<file path="src/rtl/trigger_input_conditioner_pkg.sv">
// Shared constants for the trigger input conditioner: default debounce length
// (5 ms at the 50 kHz system clock) and the number of conditioned channels.
package trigger_input_conditioner_pkg;

    localparam int unsigned DEBOUNCE_CYCLES_DEFAULT = 32'd250;
    localparam int unsigned NUM_CHANNELS            = 32'd2;

endpackage

</file>
<file path="src/rtl/trigger_input_conditioner_debounce_channel.sv">
// One conditioned pushbutton: 2-FF synchronizer, consecutive-sample debounce,
// and a registered one-clock pulse on each accepted press.
module debounce_channel #(
    parameter int unsigned DEBOUNCE_CYCLES = 32'd250
) (
    input  logic clk,
    input  logic rst,
    input  logic btn_raw,
    output logic pulse,
    output logic level
);

    localparam int unsigned      CNT_W   = $clog2(DEBOUNCE_CYCLES);
    localparam logic [CNT_W-1:0] CNT_MAX = CNT_W'(DEBOUNCE_CYCLES - 32'd1);
    localparam logic [CNT_W-1:0] CNT_ONE = CNT_W'(32'd1);

    logic             sync1_q, sync1_d;
    logic             sync2_q, sync2_d;
    logic             stable_q, stable_d;
    logic             pulse_q, pulse_d;
    logic [CNT_W-1:0] cnt_q, cnt_d;

    // Next-state: any sample matching the stable level restarts the count.
    always_comb begin
        sync1_d  = btn_raw;
        sync2_d  = sync1_q;
        stable_d = stable_q;
        cnt_d    = '0;
        pulse_d  = 1'b0;
        if (sync2_q == stable_q) begin
            cnt_d = '0;
        end else if (cnt_q == CNT_MAX) begin
            stable_d = sync2_q;
            cnt_d    = '0;
            pulse_d  = sync2_q;
        end else begin
            cnt_d = cnt_q + CNT_ONE;
        end
    end

    // State registers; reset drops every output to 0 without waiting for a clock.
    always_ff @(posedge clk or posedge rst) begin
        if (rst) begin
            sync1_q  <= 1'b0;
            sync2_q  <= 1'b0;
            stable_q <= 1'b0;
            pulse_q  <= 1'b0;
            cnt_q    <= '0;
        end else begin
            sync1_q  <= sync1_d;
            sync2_q  <= sync2_d;
            stable_q <= stable_d;
            pulse_q  <= pulse_d;
            cnt_q    <= cnt_d;
        end
    end

    assign pulse = pulse_q;
    assign level = stable_q;

endmodule

</file>
<file path="src/rtl/trigger_input_conditioner.sv">
// Front end for the reaction-time benchmark: two independent debounced channels
// turning raw start/user pushbuttons into clean pulses and held levels.
module trigger_input_conditioner
    import trigger_input_conditioner_pkg::*;
#(
    parameter int unsigned DEBOUNCE_CYCLES = DEBOUNCE_CYCLES_DEFAULT
) (
    input  logic clk,
    input  logic rst,
    input  logic start_btn,
    input  logic user_btn,
    output logic start_trigger,
    output logic user_trigger,
    output logic start_level,
    output logic user_level
);

    debounce_channel #(
        .DEBOUNCE_CYCLES (DEBOUNCE_CYCLES)
    ) u_start (
        .clk     (clk),
        .rst     (rst),
        .btn_raw (start_btn),
        .pulse   (start_trigger),
        .level   (start_level)
    );

    debounce_channel #(
        .DEBOUNCE_CYCLES (DEBOUNCE_CYCLES)
    ) u_user (
        .clk     (clk),
        .rst     (rst),
        .btn_raw (user_btn),
        .pulse   (user_trigger),
        .level   (user_level)
    );

endmodule

</file>
<file path="config.mk">
export PLATFORM = sky130hd
export DESIGN_NAME = trigger_input_conditioner
export DESIGN_NICKNAME = d
export VERILOG_FILES = /design/src/rtl/trigger_input_conditioner_pkg.sv /design/src/rtl/trigger_input_conditioner_debounce_channel.sv /design/src/rtl/trigger_input_conditioner.sv
export SDC_FILE = /design/constraint.sdc
export NUM_CORES = 1
export LEC_CHECK = 0
export ABC_AREA = 1
export CORE_AREA = 2 2 46 48
export CTS_BUF_LIST = sky130_fd_sc_hd__clkbuf_4 sky130_fd_sc_hd__clkbuf_8 sky130_fd_sc_hd__clkbuf_16
export DETAILED_ROUTE_END_ITERATION = 8
export DIE_AREA = 0 0 48 50
export GPL_TIMING_DRIVEN = 0
export PLACE_DENSITY = 0.86
export SLEW_MARGIN = 40
export SYNTH_ARGS = -nofsm -noshare
export SYNTH_HDL_FRONTEND = slang
export SYNTH_SLANG_ARGS = --single-unit
</file>
<file path="constraint.sdc">
create_clock -name clk -period 3.75 [get_ports clk]
set_clock_uncertainty 0.15 [all_clocks]
set_input_delay 0.5625 -clock clk [delete_from_list [all_inputs] [get_ports clk]]
set_output_delay 0.5625 -clock clk [all_outputs]
set_load 0.02 [all_outputs]
</file>
Word-level counts from Yosys, hierarchy flattened

Index checks and enable logic that the tools add are counted.
Widths: inputs -> output; s select.

Multiplexer cells: 8
Equal/unequal tests: 4
Reduce and logical (&&, ||, !) cells: 2
Bitwise gates (word level): 2
$add $sub $neg: 2

Operator list:

| cell                | count |
|---|---|
| $mux 8              | 4 |
| $add 8x1->8 const B | 2 |
| $eq 8x8->1 const B  | 2 |
| $mux 1              | 4 |
| $reduce_and 2->1    | 2 |
| $eq 1x1->1          | 2 |
| $not 1->1           | 2 |

Input port bits: 4
Bits in registers: 24
Output and inout port bits: 4

Logic depth before layout (Yosys ltp)

Gate-level depths: netlist of the first run.

Depth after elaboration: 3
Gate-level depth with buffers: 7
Gate-level depth less buffers: 7

Modules after synthesis

A second synthesis of the first run with hierarchy kept.

Cells, all modules: 116
Area total of the unflattened synthesis: 1131.1 µm²

Modules (own cells, without submodules):

| module           | instances | seq. area each (µm²) | cells each | area each (µm²) |
|---|---|---|---|---|
| debounce_channel | 2         | 300.3                | 58         | 565.5 |

Worst setup path after synthesis of the first run

No wires, ideal clock.

Path type: register to register
Start point: register u_start.cnt_q[0]
End point: register u_start.cnt_q[6]
Arrival time: 1.019 ns
Setup slack: 2.508 ns
Data required time: 3.527 ns
Stages on the path, launching flop included: 6
Path through: dfrtp_1 -> ha_1 -> nand2_1 -> nor2_1 -> nand3_1 -> a21oi_2

Cells in the longest elaborated chain, start to end: 3
Elaborated cells between the ends (all ways): 4
Classes of those cells: 1 x add/sub; 1 x eq/ne; 2 x mux

RTL lines:

| item                                      | RTL line                                                                                           | RTL |
|---|---|---|
| from (decl)                               | trigger_input_conditioner_debounce_channel.sv:21                                                   | `logic [CNT_W-1:0] cnt_q, cnt_d;` |
| from (signal assigned)                    | trigger_input_conditioner_debounce_channel.sv:54                                                   | `cnt_q <= cnt_d;` |
| $add 8x1->8 or $eq 8x8->1 (tied branches) | trigger_input_conditioner_debounce_channel.sv:37, trigger_input_conditioner_debounce_channel.sv:32 |  |
| $mux 8 (*)                                | trigger_input_conditioner_debounce_channel.sv:32                                                   | `end else if (cnt_q == CNT_MAX) begin` |
| $mux 8 (*)                                | trigger_input_conditioner_debounce_channel.sv:30                                                   | `if (sync2_q == stable_q) begin` |
| net u_start.cnt_d[6]                      | trigger_input_conditioner_debounce_channel.sv:21                                                   |  |

Mark *: on every way through the listed nets, which the timed path passes. The rest lies on a longest branch.
A chain may end at the register's enable or synchronous reset.

Worst setup path after layout of the first run

Start point: register u_start.stable_q, in the netlist u_start.level
End point: output start_level

RTL lines:

| item                   | RTL line                                         | RTL |
|---|---|---|
| from (decl)            | trigger_input_conditioner_debounce_channel.sv:19 | `logic stable_q, stable_d;` |
| from (signal assigned) | trigger_input_conditioner_debounce_channel.sv:52 | `stable_q <= stable_d;` |
| to (decl)              | trigger_input_conditioner.sv:14                  | `output logic start_level,` |

No word-level cell between the ends.

==> reports/summary.txt, run 1 <==
DRC -> 0
startpoint types -> flip-flop
FF-to-FF End -> u_start.cnt_q[6]$_DFF_PP0_
first-pass GRT wire length -> 3.11 mm
Vias -> 769
Worst slew margin -> 0.684
Hold Crit Start -> u_start.sync1_q$_DFF_PP0_
Seq/Total Area, Yosys -> 0.551
clk sink count -> 24
largest net degree at the start of global routing -> 25
input/output buffers -> 7
WP data required -> 3.04 ns
Layout Nets -> 135
DR vias/cell -> 5.03
dpl hpwl -> 1.30 mm
flop2flop setup slack -> 2.35 ns
drt pass-1 iters -> 4
CTS resizes -> 0
Synth cell types -> 19
Syn Inst Count -> 115
Least-Margin Pin Slew -> 0.474 ns
ratio of cells with drive above 1 in the final layout -> 0.127
Mean Syn Cell Area -> 9.48 sq um
CP Capture Point -> start_level
number of global-route vias before repair -> 746
main area contributors after synthesis -> dfrtp_1 55%, nor2_1 7.6%, nand2_1 6.2%, nand3_1 5.1%, ha_1 4.6%
crit path buf inv count -> 1
initial antenna violation count -> 0
clk buf depth -> 2
Yosys top cell area share -> 0.551
reg2reg start -> u_start.cnt_q[0]$_DFF_PP0_
Initial Util -> 0.573
Syn. warnings -> 0
Worst Setup End Kind -> primary output
Final Cell Area -> 0.00123 sq mm
DIE AREA -> 0.00240 sq mm
Post-DRT Antenna Nets -> 0
crit-path max cell delay -> 0.63 ns
synthesis-to-layout area growth -> 12.9%
VDD IR max -> 217 uV
Syn Nets -> 123
Num CTS Buffers -> 3
WP data arrival -> 1.40 ns
#FFs+latches synth -> 24
Die Ht -> 50 um
crit path from -> u_start.level$_DFFE_PP0P_
row count -> 16
Synth area leader -> dfrtp_1
WL final -> 1.74 mm
clock tree root driver cell -> clkbuf_4
max-slew violations -> 0
worst r2r path cells -> 5
Setup CP Type -> flip-flop to primary output
core area -> 0.00190 sq mm
LEAKAGE -> 0.537 nW
final hold vios -> 0
Worst Path Max Fanout -> 4
cell depth of the worst setup path -> 1
Setup Buffers After CTS -> 0
Cell Pwr Density -> 355 mW/mm^2
crit path time final -> 2.11 ns
Max Cap Viol -> 0
RSZ-0062 raised after global routing -> no
Critical Path, Cell by Cell -> clkdlybuf4s50_1
starting DRC count in detailed routing -> 15
ANT cells -> 0
Placement Cell Area -> 0.00119 sq mm
delay-heaviest family, CP -> buffers and inverters
clock transition at the registers of the reported paths -> 0.13 ns
GRT Resource Usage Total -> 0.185
gpl congestion -> 0.782
# hold bufs at CTS -> 0
FMAX -> 474 MHz
Filler cells -> 154
Die W -> 48 um
TritonCTS clock tree -> yes
status -> finished clean
grt total ovfl -> 0
Worst-Skew Late Latency -> 0.32 ns
H-tree depth -> 1
slowest stage cell, crit path -> clkdlybuf4s50_1
Final TNS setup -> 0 ns
Hold WC Path Type -> flip-flop to flip-flop
fin crit share -> 0.563
I/O pin cnt -> 8
wire per inst -> 11.4 um
Setup-failing EPs final -> 0
synthesized area -> 0.00109 sq mm
-- layout make-up --
cell class | count | area [sq um] | share of cell area
clock buffers | 4 | 36.3 | 0.0295
inverters | 12 | 45.0 | 0.0366
multi-input cells | 79 | 444 | 0.361
flip-flops and latches | 24 | 601 | 0.488
well taps | 27 | 33.8 | 0.0275
repair buffers | 7 | 70.1 | 0.0570
-- stage by stage --
stage | instances | hold WS (ns) | power, W | utilization | worst slack [ns]
floorplan | 115 | 0.181 | 0.000297 | - | 2.51
global placement | 149 | 0.183 | 0.000304 | 0.628 | 1.97
detailed placement | 149 | 0.188 | 0.000307 | 0.628 | 1.99
CTS | 153 | 0.219 | 0.000440 | 0.647 | 1.63
global route | 153 | 0.231 | 0.000460 | 0.647 | 1.58
finish | 153 | 0.215 | 0.000436 | 0.647 | 1.64
-- power breakdown --
group	internal, W	switching, W
logic	0.0000112	0.0000167
registers	0.000266	0.00000733
clock network	0.0000594	0.0000755
-- layout by cell type, fill, tap and decap left out, drive strengths merged --
cell	netlist	layout
nor2	26	26
o21ai	2	2
clkbuf	0	4
xnor2	3	3
nor3	2	2
clkdlybuf4s50	0	7
o21bai	1	1
ha	4	4
inv	12	12
dfrtp	24	24
nand3	11	11
nand2	22	22
a21oi	3	3
xor2	5	5
-- cell families after synthesis --
logic type                 share of synthesized area
xor gates and xnor gates                      0.0712
and+or+nand+nor                                0.257
adders and majority gates                     0.0459
AOI/OAI and AO/OA                             0.0333
buffers and inverters                         0.0413
DFF                                            0.551
-- worst min-delay path by stage --
stage	slack, ns	endpoint	cells after the start
floorplan	0.18	u_start.sync2_q$_DFF_PP0_	0
global placement	0.18	u_user.sync2_q$_DFF_PP0_	0
detailed placement	0.19	u_start.sync2_q$_DFF_PP0_	0
CTS	0.22	u_user.sync2_q$_DFF_PP0_	0
global route	0.23	u_user.sync2_q$_DFF_PP0_	0
finish	0.21	u_start.sync2_q$_DFF_PP0_	0
-- layer usage --
metal	part of all wire	global-route usage	up-vias
met2	0.48	0.264	23
met4	0.025	0.104	0
met5	0	0	-
met1	0.44	0.246	362
li1	-	-	379
met3	0.048	0.0476	5
-- registers in the layout (all words and copies together) (netlist names) --
register / count
u_start.sync2_q: 1
u_user.sync2_q: 1
u_user.cnt_q: 8
u_start.level: 1
u_user.sync1_q: 1
u_start.sync1_q: 1
u_user.level: 1
u_start.cnt_q: 8
u_start.pulse: 1
u_user.pulse: 1
-- synthesized netlist by cell type (all sizes together) --
library cell / number
nand2: 22
xor2: 5
nor3: 2
nand3: 11
o21ai: 2
a21oi: 3
xnor2: 3
ha: 4
o21bai: 1
dfrtp: 24
nor2: 26
inv: 12
(Power assumes the default switching activity.)
==> run 2: changes to the inputs <==
Settings changed: CORE_AREA 2 2 46 48 to 2 2 50 52, DIE_AREA 0 0 48 50 to 0 0 52 54, PLACE_DENSITY 0.86 to 0.77.
Clock period 3.75 ns to 1.8 ns, I/O delays scaled along.
==> run 2 against run 1 <==
Combinational power rose by 100%. Hold slack got worse by 0.086 ns. Critical path type unchanged. Critical path depth did not move.
==> reports/summary.txt, run 2 (synthesized netlist as in run 1, its figures left out) <==
final core utilization -> 0.525 (was 0.647)
WP data required -> 1.38 ns (was 3.04 ns)
Max Cap Viol -> 0 (unchanged)
crit-path max cell delay -> 0.60 ns (was 0.63 ns)
slowest stage cell, crit path -> clkdlybuf4s50_1 (unchanged)
cell depth of the worst setup path -> 1 (unchanged)
reg2reg start -> u_start.cnt_q[0]$_DFF_PP0_ (unchanged)
Post-DRT Antenna Nets -> 0 (unchanged)
dpl hpwl -> 1.22 mm (was 1.30 mm)
Layout Nets -> 135 (unchanged)
Die Ht -> 54 um (was 50 um)
ratio of cells with drive above 1 in the final layout -> 0.120 (was 0.127)
DIE AREA -> 0.00281 sq mm (was 0.00240 sq mm)
RSZ-0062 raised after global routing -> no (unchanged)
grt total ovfl -> 0 (unchanged)
FMAX -> 591 MHz
DR vias/cell -> 4.72 (was 5.03)
DRC -> 0 (unchanged)
crit path buf inv count -> 1 (unchanged)
wire per inst -> 10.7 um (was 11.4 um)
largest net degree at the start of global routing -> 25 (unchanged)
H-tree depth -> 1 (unchanged)
Setup-failing EPs final -> 0 (unchanged)
Worst-Skew Late Latency -> 0.32 ns (about the same)
Worst slew margin -> 0.669 (was 0.684)
row count -> 18 (was 16)
Hold WC Path Type -> input port to async pin (was flip-flop to flip-flop)
Least-Margin Pin Slew -> 0.495 ns (was 0.474 ns)
clock transition at the registers of the reported paths -> 0.12 ns (was 0.13 ns)
drt pass-1 iters -> 4 (unchanged)
delay-heaviest family, CP -> buffers and inverters (unchanged)
Cell Pwr Density -> 707 mW/mm^2 (was 355 mW/mm^2)
input/output buffers -> 7 (unchanged)
clk buf depth -> 2 (unchanged)
Min Hold Slack -> 0.128 ns (was 0.215 ns)
core area -> 0.00232 sq mm (was 0.00190 sq mm)
ANT cells -> 0 (unchanged)
worst r2r path cells -> 5 (unchanged)
Final TNS setup -> 0 ns (unchanged)
I/O pin cnt -> 8 (unchanged)
Initial Util -> 0.470 (was 0.573)
initial antenna violation count -> 0 (unchanged)
flop2flop setup slack -> 0.39 ns (was 2.35 ns)
biggest regs -> u_start.cnt_q (8), u_user.cnt_q (8) (unchanged)
starting DRC count in detailed routing -> 12 (was 15)
Critical Path, Cell by Cell -> clkdlybuf4s50_1 (unchanged)
WP data arrival -> 1.27 ns (was 1.40 ns)
first-pass GRT wire length -> 2.86 mm (was 3.11 mm)
Setup CP Type -> flip-flop to primary output (unchanged)
number of global-route vias before repair -> 690 (was 746)
clock tree root driver cell -> clkbuf_4 (unchanged)
final hold vios -> 0 (unchanged)
TritonCTS clock tree -> yes (unchanged)
crit path time final -> 1.69 ns
VDD IR max -> 462 uV (was 217 uV)
LEAKAGE -> 0.539 nW (was 0.537 nW)
Design Power -> 0.000861 W (was 0.000436 W)
most frequent cells in the layout -> 24 x dfrtp_1, 22 x nor2_1, 18 x nand2_1, 11 x nand3_1, 10 x inv_1 (unchanged)
Die W -> 52 um (was 48 um)
gpl congestion -> 0.768 (was 0.782)
Worst Setup End Kind -> primary output (unchanged)
Vias -> 731 (was 769)
startpoint types -> flip-flop (unchanged)
max-slew violations -> 0 (unchanged)
commonest non-fill, non-tap cell in the layout -> dfrtp_1 (unchanged)
fin crit share -> 0.940
Num CTS Buffers -> 3 (unchanged)
WL final -> 1.66 mm (was 1.74 mm)
clk sink count -> 24 (unchanged)
synthesis-to-layout area growth -> 11.7% (was 12.9%)
GRT Resource Usage Total -> 0.146 (was 0.185)
status -> finished clean (unchanged)
Setup Buffers After CTS -> 0 (unchanged)
FF-to-FF End -> u_start.cnt_q[6]$_DFF_PP0_ (unchanged)
Worst Path Max Fanout -> 1 (was 4)
run 2: changes by cell type in the layout (fill, tap and decap cells not counted):
| cell | previous run | this run |
|---|---|---|
| clkdlybuf4s50_1 | 7 | 5 |
| dlygate4sd2_1 | 0 | 2 |
| clkbuf_8 | 1 | 0 |
run 2: worst register-to-register path: cells and delay by family (launching register included):
kind,cells,cell delay [ns]
adder cells (fa/ha/maj),1,0.20
AND/OR/NAND/NOR,3,0.42
AO/OA/AOI/OAI,1,0.15
flip-flops,1,0.43
run 2: cell type report:
| type | count | area [sq um] |
|---|---|---|
| Tap cell | 30 | 37.5 |
| Timing Repair Buffer | 7 | 67.6 |
| Inverter | 12 | 45.0 |
| Sequential cell | 24 | 601 |
| Fill cell | 213 | 1100 |
| Multi-Input combinational cell | 79 | 444 |
| Clock buffer | 3 | 22.5 |
run 2: per-stage QoR:
stage	worst slack, ns	cells	instance area (sq um)
floorplan	0.558	115	1090
global placement	0.280	152	1200
detailed placement	0.340	152	1200
CTS	0.0765	155	1220
global route	0.0654	155	1220
finish	0.107	155	1220
run 2: how the worst max path moves through the flow:
stage | startpoint | end | slack (ns)
after global placement | rst | u_start.cnt_q[0]$_DFF_PP0_ | 0.28
after detailed placement | u_start.level$_DFFE_PP0P_ | start_level | 0.34
final | u_user.pulse$_DFF_PP0_ | user_trigger | 0.11
after CTS | u_user.pulse$_DFF_PP0_ | user_trigger | 0.08
after global routing | u_user.pulse$_DFF_PP0_ | user_trigger | 0.07
after floorplan | u_start.cnt_q[0]$_DFF_PP0_ | u_start.cnt_q[6]$_DFF_PP0_ | 0.56
run 2: repair_timing:
item / CTS / global route
gates resized for setup: 2 / 0
endpoints found under the setup margin: 2 / 0
hold buffers: 0 / 0
run 2: where the power goes:
| group | leakage (nW) | internal [W] | total, W | switching (W) |
|---|---|---|---|---|
| registers | 0.321 | 0.000554 | 0.000570 | 0.0000157 |
| clock network | 0.0138 | 0.0000786 | 0.000235 | 0.000156 |
| logic | 0.205 | 0.0000232 | 0.0000560 | 0.0000328 |
run 2: per-layer routing:
layer	routed length, um	global-route usage	vias up
li1	-	-	373
met1	795	0.169	343
met2	769	0.232	10
met3	40	0.0333	5
met4	58	0.118	0
met5	0	0	-
